File: config.mk
export PLATFORM = sky130hd
export DESIGN_NAME = logic_unit_pipe
export DESIGN_NICKNAME = d
export VERILOG_FILES = /design/src/rtl/kgp_logic_pkg.sv /design/src/rtl/logic_unit_comb.sv /design/src/rtl/logic_unit_pipe.sv
export SDC_FILE = /design/constraint.sdc
export NUM_CORES = 1
export LEC_CHECK = 0
export BUFFER_PORTS_ARGS = -buffer_cell sky130_fd_sc_hd__buf_4
export CAP_MARGIN = 0
export CORE_ASPECT_RATIO = 0.9
export CORE_MARGIN = 2
export CORE_UTILIZATION = 35
export CTS_CLUSTER_SIZE = 8
export DETAILED_ROUTE_END_ITERATION = 7
export GPL_ROUTABILITY_DRIVEN = 0
export PLACE_DENSITY = 0.6
export SKIP_LAST_GASP = 1
export SLEW_MARGIN = 20
export SYNTH_ARGS = -nofsm -noshare
export SYNTH_HDL_FRONTEND = slang
export SYNTH_SLANG_ARGS = --single-unit
File: constraint.sdc
create_clock -name clk -period 1.6 [get_ports clk]
set_input_delay 0.08 -clock clk [delete_from_list [all_inputs] [get_ports clk]]
set_output_delay 0.08 -clock clk [all_outputs]
set_load 0.05 [all_outputs]
File: src/rtl/kgp_logic_pkg.sv
// Shared opcode encodings and helpers for the KGP-RISC bitwise logic unit.
package kgp_logic_pkg;

  localparam int OP_W_DEFAULT = 3;

  localparam logic [OP_W_DEFAULT-1:0] OP_AND  = 3'd0;
  localparam logic [OP_W_DEFAULT-1:0] OP_OR   = 3'd1;
  localparam logic [OP_W_DEFAULT-1:0] OP_XOR  = 3'd2;
  localparam logic [OP_W_DEFAULT-1:0] OP_NOR  = 3'd3;
  localparam logic [OP_W_DEFAULT-1:0] OP_XNOR = 3'd4;
  localparam logic [OP_W_DEFAULT-1:0] OP_ANDN = 3'd5;
  localparam logic [OP_W_DEFAULT-1:0] OP_XACC = 3'd6;
  localparam logic [OP_W_DEFAULT-1:0] OP_RSVD = 3'd7;

  // Every encoding up to and including XACC is implemented; the rest are reserved.
  function automatic logic is_legal_op(input logic [OP_W_DEFAULT-1:0] op);
    return op <= OP_XACC;
  endfunction

endpackage

File: src/rtl/logic_unit_comb.sv
// Purely combinational bitwise core: selects one logic operation of A/B, or
// folds A into the supplied accumulator value for the XACC checksum op.
module logic_unit_comb
  import kgp_logic_pkg::*;
#(
  parameter int WIDTH = 32,
  parameter int OP_W  = OP_W_DEFAULT
) (
  input  logic [WIDTH-1:0] a_i,
  input  logic [WIDTH-1:0] b_i,
  input  logic [OP_W-1:0]  op_i,
  input  logic [WIDTH-1:0] acc_i,
  output logic [WIDTH-1:0] result_o,
  output logic             illegal_o
);

  // Operation select; reserved codes produce an all-zero result.
  always_comb begin
    // NOTE: defaults first so every path assigns every output -- no latch.
    result_o  = '0;
    illegal_o = !is_legal_op(op_i);
    case (op_i)
      OP_AND:  result_o = a_i & b_i;
      OP_OR:   result_o = a_i | b_i;
      OP_XOR:  result_o = a_i ^ b_i;
      OP_NOR:  result_o = ~(a_i | b_i);
      OP_XNOR: result_o = ~(a_i ^ b_i);
      OP_ANDN: result_o = a_i & ~b_i;
      OP_XACC: result_o = acc_i ^ a_i;
      default: result_o = '0;
    endcase
  end

endmodule

File: src/rtl/logic_unit_pipe.sv
// Two-stage pipelined bitwise logic unit with valid/ready on both sides,
// a streaming XOR accumulator and zero/parity/illegal result flags.
// S1 holds the raw op result; S2 adds the flags and drives the outputs.
module logic_unit_pipe
  import kgp_logic_pkg::*;
#(
  parameter int WIDTH = 32,
  parameter int OP_W  = OP_W_DEFAULT
) (
  input  logic             clk,
  input  logic             rst_n,
  input  logic             in_valid,
  output logic             in_ready,
  input  logic [WIDTH-1:0] in_a,
  input  logic [WIDTH-1:0] in_b,
  input  logic [OP_W-1:0]  in_op,
  input  logic             in_last,
  input  logic             acc_clr,
  output logic             out_valid,
  input  logic             out_ready,
  output logic [WIDTH-1:0] out_result,
  output logic             out_zero,
  output logic             out_parity,
  output logic             out_illegal
);

  // Stage 1 state
  logic             s1_v_q;
  logic [WIDTH-1:0] s1_result_q;
  logic             s1_illegal_q;

  // Stage 2 state (drives the outputs directly)
  logic             s2_v_q;
  logic [WIDTH-1:0] s2_result_q;
  logic             s2_zero_q;
  logic             s2_parity_q;
  logic             s2_illegal_q;

  // Accumulator
  logic [WIDTH-1:0] acc_q;
  logic [WIDTH-1:0] acc_d;
  logic [WIDTH-1:0] acc_eff;

  // Handshake / datapath glue
  logic             s1_ld;
  logic             s2_ld;
  logic             accept;
  logic             xacc_fire;
  logic [WIDTH-1:0] comb_result;
  logic             comb_illegal;

  // A stage may load when it is empty or when the stage after it is draining.
  // in_ready is purely a function of pipeline state, never of in_valid.
  assign s2_ld     = !s2_v_q || out_ready;
  assign s1_ld     = !s1_v_q || s2_ld;
  assign in_ready  = s1_ld;
  assign accept    = in_valid && s1_ld;
  assign xacc_fire = accept && (in_op == OP_XACC);

  // A same-cycle clear makes the accumulator look empty to the incoming word.
  assign acc_eff = acc_clr ? '0 : acc_q;

  logic_unit_comb #(
    .WIDTH (WIDTH),
    .OP_W  (OP_W)
  ) u_comb (
    .a_i       (in_a),
    .b_i       (in_b),
    .op_i      (in_op),
    .acc_i     (acc_eff),
    .result_o  (comb_result),
    .illegal_o (comb_illegal)
  );

  // Accumulator next state: only an accepted XACC advances it (closing the
  // stream on in_last); otherwise a clear empties it, else it holds.
  always_comb begin
    acc_d = acc_q;
    if (xacc_fire) begin
      acc_d = in_last ? '0 : comb_result;
    end else if (acc_clr) begin
      acc_d = '0;
    end
  end

  // Accumulator register; advances at accept regardless of downstream stalls.
  always_ff @(posedge clk or negedge rst_n) begin
    if (!rst_n) begin
      acc_q <= '0;
    end else begin
      // NOTE: non-blocking assignments for all clocked state so every register
      // samples the pre-edge values of its neighbours.
      acc_q <= acc_d;
    end
  end

  // Stage 1: capture the op result and illegal bit of an accepted bundle.
  always_ff @(posedge clk or negedge rst_n) begin
    if (!rst_n) begin
      // NOTE: data registers are reset too, so the outputs are defined zeros
      // straight out of reset rather than whatever the flops powered up with.
      s1_v_q       <= 1'b0;
      s1_result_q  <= '0;
      s1_illegal_q <= 1'b0;
    end else if (s1_ld) begin
      s1_v_q <= accept;
      if (accept) begin
        s1_result_q  <= comb_result;
        s1_illegal_q <= comb_illegal;
      end
    end
  end

  // Stage 2: move S1 forward and derive the zero/parity flags from its result.
  always_ff @(posedge clk or negedge rst_n) begin
    if (!rst_n) begin
      s2_v_q       <= 1'b0;
      s2_result_q  <= '0;
      s2_zero_q    <= 1'b0;
      s2_parity_q  <= 1'b0;
      s2_illegal_q <= 1'b0;
    end else if (s2_ld) begin
      s2_v_q <= s1_v_q;
      if (s1_v_q) begin
        s2_result_q  <= s1_result_q;
        s2_zero_q    <= (s1_result_q == '0);
        s2_parity_q  <= ^s1_result_q;
        s2_illegal_q <= s1_illegal_q;
      end
    end
  end

  assign out_valid   = s2_v_q;
  assign out_result  = s2_result_q;
  assign out_zero    = s2_zero_q;
  assign out_parity  = s2_parity_q;
  assign out_illegal = s2_illegal_q;

endmodule

==> results of run 1 <==
[cells in the mapped netlist (8+ instances only)]
cell type  count
nor2b_1       10
mux2i_1       11
or3_1          9
a21oi_1       21
o221ai_1      18
nand2b_1      29
buf_2         21
nor2_1         9
o21ai_0       36
buf_6         11
nand2_1       69
inv_1        107
o22ai_1       59
o21ai_1       30
ha_1          48
xnor2_1       49
nand3_1       10
dfrtp_1      102
nor3_1         8
clkbuf_1      16
a22oi_1       48
[metrics by stage]
step	hold slack (ns)	instance area, um2	std cells
3_5_place_dp	0.0765	8540	1173
6_report	0.0299	9080	1197
4_1_cts	0.0272	8910	1191
5_1_grt	0.0546	9080	1197
2_1_floorplan	-0.216	7050	785
3_3_place_gp	0.0782	8540	1173
[power by group through the flow]
stage,logic (mW),registers [mW],clock network (mW)
floorplan,1.67,3.77,0
global placement,3.51,3.14,0
detailed placement,3.56,3.15,0
CTS,3.71,3.10,2.14
global route,4.23,3.15,2.25
finish,3.89,3.10,2.08
[sequential cells by signal, summed over array words and instances (netlist names)]
| name | count |
|---|---|
| out_parity | 1 |
| s1_illegal_q | 1 |
| s1_result_q | 32 |
| out_zero | 1 |
| out_result | 32 |
| s1_v_q | 1 |
| out_valid | 1 |
| acc_q | 32 |
| out_illegal | 1 |
[worst reg2reg max path, delay by kind of cell (launching register included)]
kind	cells	cell delay (ns)
XOR/XNOR	4	0.67
flip-flops	1	0.38
adder cells (fa/ha/maj)	1	0.22
buffers and inverters	1	0.12
AO/OA/AOI/OAI	1	0.07
[final cells by class]
type	instances	share of cell area
Clock inverter	6	0.00510
Tap cell	255	0.0351
Clock buffer	10	0.0252
Timing Repair Buffer	197	0.179
Sequential cell	102	0.281
Multi-Input combinational cell	520	0.431
Inverter	107	0.0442
[final timing paths]
path,startpoint,endpoint,slack [ns],depth (start not counted)
min in group asynchronous,rst_n,out_zero,0.24,2
setup reg to reg,s1_result_q[26],out_parity,0.03,7
hold / removal,out_ready,out_valid,0.03,3
max in group asynchronous,rst_n,acc_q[12],0.81,3
setup / recovery,s1_result_q[26],out_parity,0.03,7
hold reg to reg,s1_result_q[3],s1_result_q[3],0.49,2
[what timing repair did]
| item | in CTS | in global routing |
|---|---|---|
| hold buffers | 2 | 0 |
| pin swaps | 3 | 15 |
| resized for setup | 8 | 20 |
| endpoints found under the setup margin | 1 | 18 |
| hold endpoints to repair | 34 | 0 |
| setup buffers | 0 | 6 |
[metal layers]
layer	global-route usage	vias up
li1	-	3075
met1	0.287	2995
met2	0.279	210
met3	0.0489	10
met4	0.0292	0
met5	0	-
[kinds of logic (layout without fill, tap and decap cells)]
| family | Yosys count | in the layout |
|---|---|---|
| AO/OA/AOI/OAI | 244 | 244 |
| AND/OR/NAND/NOR | 165 | 165 |
| buffers and inverters | 163 | 320 |
| flip-flops | 102 | 102 |
| XOR/XNOR | 51 | 51 |
| adder cells (fa/ha/maj) | 48 | 48 |
| multiplexers | 12 | 12 |
==> flow_summary.yaml, run 1 <==
sta:
  slew_headroom: 0.656
  fin_skew_ns: 0.00947
  fmax_ghz: 0.635
  setup-violations-final: 0
  period_needed_ns: 1.57
  timing.setup.tns_ns: 0
  maxSlewViolCount: 0
  timing.final.ws_setup_ns: 0.0250
  worstMarginPinSlew_ns: 0.517
  rsz0062_at_grt: "true"
  period_share: 0.984
  finalHoldViolations: 0
worst_setup_path:
  crit_family: "XOR/XNOR gates"
  path_cells: "inv_1 > ha_4 > xnor2_2 > xnor2_2 > xnor2_1 > xnor2_1 > o21ai_1"
  crit_path_max_fanout: 2
  cp_slowest_stage_delay_ns: 0.38
  critPathSlowestCell: "dfrtp_1"
  worstPathRequired_ns: 1.83
  critPathKind: "register to register"
  path_buf_inv: 1
  end_kind: "register"
  crit_path_start_kind: "register"
  worstPathArrival_ns: 1.81
cells_and_area:
  utilization: 0.459
  seq_area_mm2: 0.00255
  nets: 1058
  multi_input_area_mm2: 0.00391
  n_fill_cell: 1942
  final_cell_mix: "buf_4 (184), dfrtp_1 (101), inv_1 (99), nand2_1 (67), o22ai_1 (59)"
  area_growth_pct: 29.7
  layout_commonest_cell: "buf_4"
  diodes: 0
  drive_gt1_frac: 0.283
routing:
  wl_met1_um: 9870
  dr.max_layer_used: "met4"
  drc: 0
  ant_nets: 0
  dr_wl_met3_um: 1410
  drt_iter0_markers: 447
  wl_per_cell_um: 16.8
  wl_met2_um: 8720
  vias: 6290
  dr.pass1.iters: 7
  wl_um: 20100
  viasPerCell: 5.25
floorplan:
  die_x_um: 153
  rows: 49
  die-area_mm2: 0.0212
  initial_core_util: 0.354
  die_height_um: 138
  design.portCount: 110
  core_mm2: 0.0198
synth:
  synth_area_per_cell_um2: 8.92
  synth-compound-area-share: 0.239
  synth_top_family_by_area: "compound AO/OA/AOI/OAI gates"
  synth_simple_gate_area_frac: 0.124
  yosys_warnings: 0
  synth_area_mm2: 0.00701
  synth_fa_ha_area_frac: 0.0857
  yosys_most_used_dff: "dfrtp_1"
  yosysSeqAreaShare: 0.364
  synth_area_leaders: "dfrtp_1 (36%), ha_1 (8.6%), xnor2_1 (6.1%)"
  yosys_register_bits: 102
  yosysTopAreaCell: "dfrtp_1"
  synth_xor_area_frac: 0.0638
  synthCells: 785
  syn_nets: 906
  synth_top_area_share: 0.364
  async_flop_share: 1.00
  synth_edf_count: 0
  synth_cell_types: 48
  synth_mux_area_frac: 0.0173
global_routing:
  grt_start_max_net_pins: 37
  grt_pass1_wl_um: 32600
  globalRouteTotalUtil: 0.190
  antenna_found_initial: 0
  grt_pass1_vias: 5999
  overflow: 0
power_and_ir_drop:
  pwr-share-seq: 0.341
  pwr-share-clk: 0.230
  p_total_mw: 9.07
  power_density_mw_per_mm2: 999
  sw_frac_of_total: 0.372
  leakage_nw: 4.16
  intPower_mw: 5.69
  p_switching_mw: 3.38
  peakVddDrop_v: 0.000570
  power_frac_comb: 0.429
cts:
  clkTransAtPathRegs_ns: 0.07
  cts_tree: "done"
  cts_sinks: 102
  clockBufferDepth: 2
  cts_buffers: 9
  clock_latency_ns: 0.35
  htreeDepth: 3
  cts-root-buf: "clkbuf_16"
min_path:
  hold_class: "input pin to register"
job:
  max_cap_viol_count: 0
place:
  numPortBuffers: 109
  dp_hpwl_um: 14900
  place_ws_ns: -0.0779
run_status:
  outcome: "finished clean"
No activity file was read; power rests on OpenSTA's default activity.
==> run 2: changes to the inputs <==
==> constraint.sdc (replaced) <==
create_clock -name clk -period 1.5 [get_ports clk]
set_input_delay 0.075 -clock clk [delete_from_list [all_inputs] [get_ports clk]]
set_output_delay 0.075 -clock clk [all_outputs]
set_load 0.05 [all_outputs]
==> flow_summary.yaml, run 2 (same netlist as run 1, synthesis figures left out) <==
global_routing:
  antenna_found_initial: 0
  overflow: 0
  grt_pass1_wl_um: 33300
  grtUsageMet2: 0.301
  gr-usage-met1: 0.290
  globalRouteTotalUtil: 0.195
  grt_busiest_layer: "met2"
  grt_pass1_vias: 6272
  use_met3: 0.0292
  grt_start_max_net_pins: 51
routing:
  ant_nets: 0
  vias: 6435
  drt_iter0_markers: 359
  dr.pass1.iters: 6
  viasPerCell: 5.20
  wl_um: 21000
  drc: 0
  wl_per_cell_um: 16.9
cells_and_area:
  final_cell_mix: "buf_4 (216), dfrtp_1 (101), inv_1 (88), nand2_1 (67), o22ai_1 (56)"
  seq_area_mm2: 0.00255
  diodes: 0
  fin_cells: 1237
  n_fill_cell: 1914
  area_growth_pct: 36.9
  layout_commonest_cell: "buf_4"
  nets: 1098
  multi_input_area_mm2: 0.00401
  drive_gt1_frac: 0.334
sta:
  timing.setup.tns_ns: -0.0730
  period_share: 1.05
  worstMarginPinSlew_ns: 0.564
  period_needed_ns: 1.57
  timing.final.ws_setup_ns: -0.0730
  fin_skew_ns: 0.00833
  finalHoldViolations: 0
  maxSlewViolCount: 0
  rsz0062_at_grt: "true"
  setup-violations-final: 1
  fmax_ghz: 0.636
  slew_headroom: 0.624
power_and_ir_drop:
  power_frac_comb: 0.430
  peakVddDrop_v: 0.000743
  power_density_mw_per_mm2: 1090
  pwr-share-clk: 0.252
  sw_frac_of_total: 0.361
  intPower_mw: 6.67
  p_switching_mw: 3.77
  pwr-share-seq: 0.318
  leakage_nw: 4.41
floorplan:
  core_mm2: 0.0198
  rows: 49
  design.portCount: 110
  die-area_mm2: 0.0212
  die_height_um: 138
  initial_core_util: 0.354
  die_x_um: 153
worst_setup_path:
  cp_common_cell: "xnor2_1"
  critPathSlowestCell: "dfrtp_1"
  crit_path_max_fanout: 2
  worstPathArrival_ns: 1.82
  critPathKind: "register to register"
  path_cells: "inv_1 > ha_4 > xnor2_2 > xnor2_1 > xnor2_1 > xnor2_1 > o21ai_1"
  end_kind: "register"
  cp_slowest_stage_delay_ns: 0.38
  crit_path_start_kind: "register"
  worstPathRequired_ns: 1.75
min_path:
  hold_class: "input pin to register"
place:
  numPortBuffers: 109
  placed_cells: 1206
  dp_hpwl_um: 15000
  place_ws_ns: -0.146
cts:
  clkTransAtPathRegs_ns: 0.07
  cts_buffers: 9
  htreeDepth: 3
  cts_tree: "done"
  clockBufferDepth: 2
  clock_latency_ns: 0.36
  cts_sinks: 102
  cts-root-buf: "clkbuf_16"
job:
  max_cap_viol_count: 0
run_status:
  violations: "negative setup slack"
  outcome: "finished with violations"
==> run 2: changes by cell type in the layout (fill, tap and decap cells not counted), sizes merged <==
cell and change:
buf +38, bufinv +2, clkbuf +2, clkinvlp -1, inv -1
==> run 2: power by group through the flow <==
| stage | logic [mW] | registers (mW) | clock network (mW) |
|---|---|---|---|
| 2_1_floorplan | 1.78 | 4.02 | 0 |
| 3_3_place_gp | 3.88 | 3.34 | 0 |
| 3_5_place_dp | 3.91 | 3.36 | 0 |
| 4_1_cts | 4.19 | 3.31 | 2.68 |
| 5_1_grt | 4.83 | 3.37 | 2.79 |
| 6_report | 4.49 | 3.32 | 2.63 |
==> run 2: repair_timing <==
item / in CTS / in global routing
cloned: 0 / 2
pin swaps: 19 / 15
endpoints found under the setup margin: 3 / 32
endpoints found under the hold margin: 30 / 0
hold buffers: 2 / 0
resized for setup: 21 / 37
setup buffers: 6 / 5
==> run 2: path summary, 6_finish.rpt <==
check / cells past startpoint / endpoint / slack [ns] / start
min in group asynchronous: 2 / out_result[17] / 0.21 / rst_n
worst min register to register: 2 / out_result[7] / 0.48 / out_result[7]
max in group asynchronous: 3 / acc_q[0] / 0.70 / rst_n
worst max register to register: 7 / out_parity / -0.07 / s1_result_q[31]
worst min-delay path: 3 / out_valid / 0.03 / out_ready
worst max-delay path: 7 / out_parity / -0.07 / s1_result_q[31]
==> run 2: layer usage <==
layer | routed length (um) | vias to the layer above
li1 | - | 3152
met1 | 9990 | 3064
met2 | 9540 | 200
met3 | 1230 | 19
met4 | 204 | 0
met5 | 0 | -
==> run 2: critical path, delay by kind of cell, from the launching register on <==
kind            cells  cell delay [ns]
flops               1             0.38
xor+xnor            4             0.65
fa+ha+maj           1             0.23
compound gates      1             0.08
buf+inv             1             0.13
==> run 2: cell type report <==
cell class | instances | area share
Clock buffer | 10 | 0.0239
Clock inverter | 6 | 0.0110
Inverter | 107 | 0.0419
Multi-Input combinational cell | 520 | 0.418
Sequential cell | 102 | 0.266
Tap cell | 255 | 0.0333
Timing Repair Buffer | 237 | 0.206
==> run 2: stage by stage <==
stage	utilization	power, mW	cell area (um2)	hold WS, ns
final	0.484	10.4	9590	0.0286
after global routing	0.484	11.0	9590	0.0396
after CTS	0.472	10.2	9360	0.0185
after detailed placement	0.445	7.27	8810	0.0607
after global placement	0.445	7.22	8810	0.0543
after floorplan	-	5.80	7050	-0.221
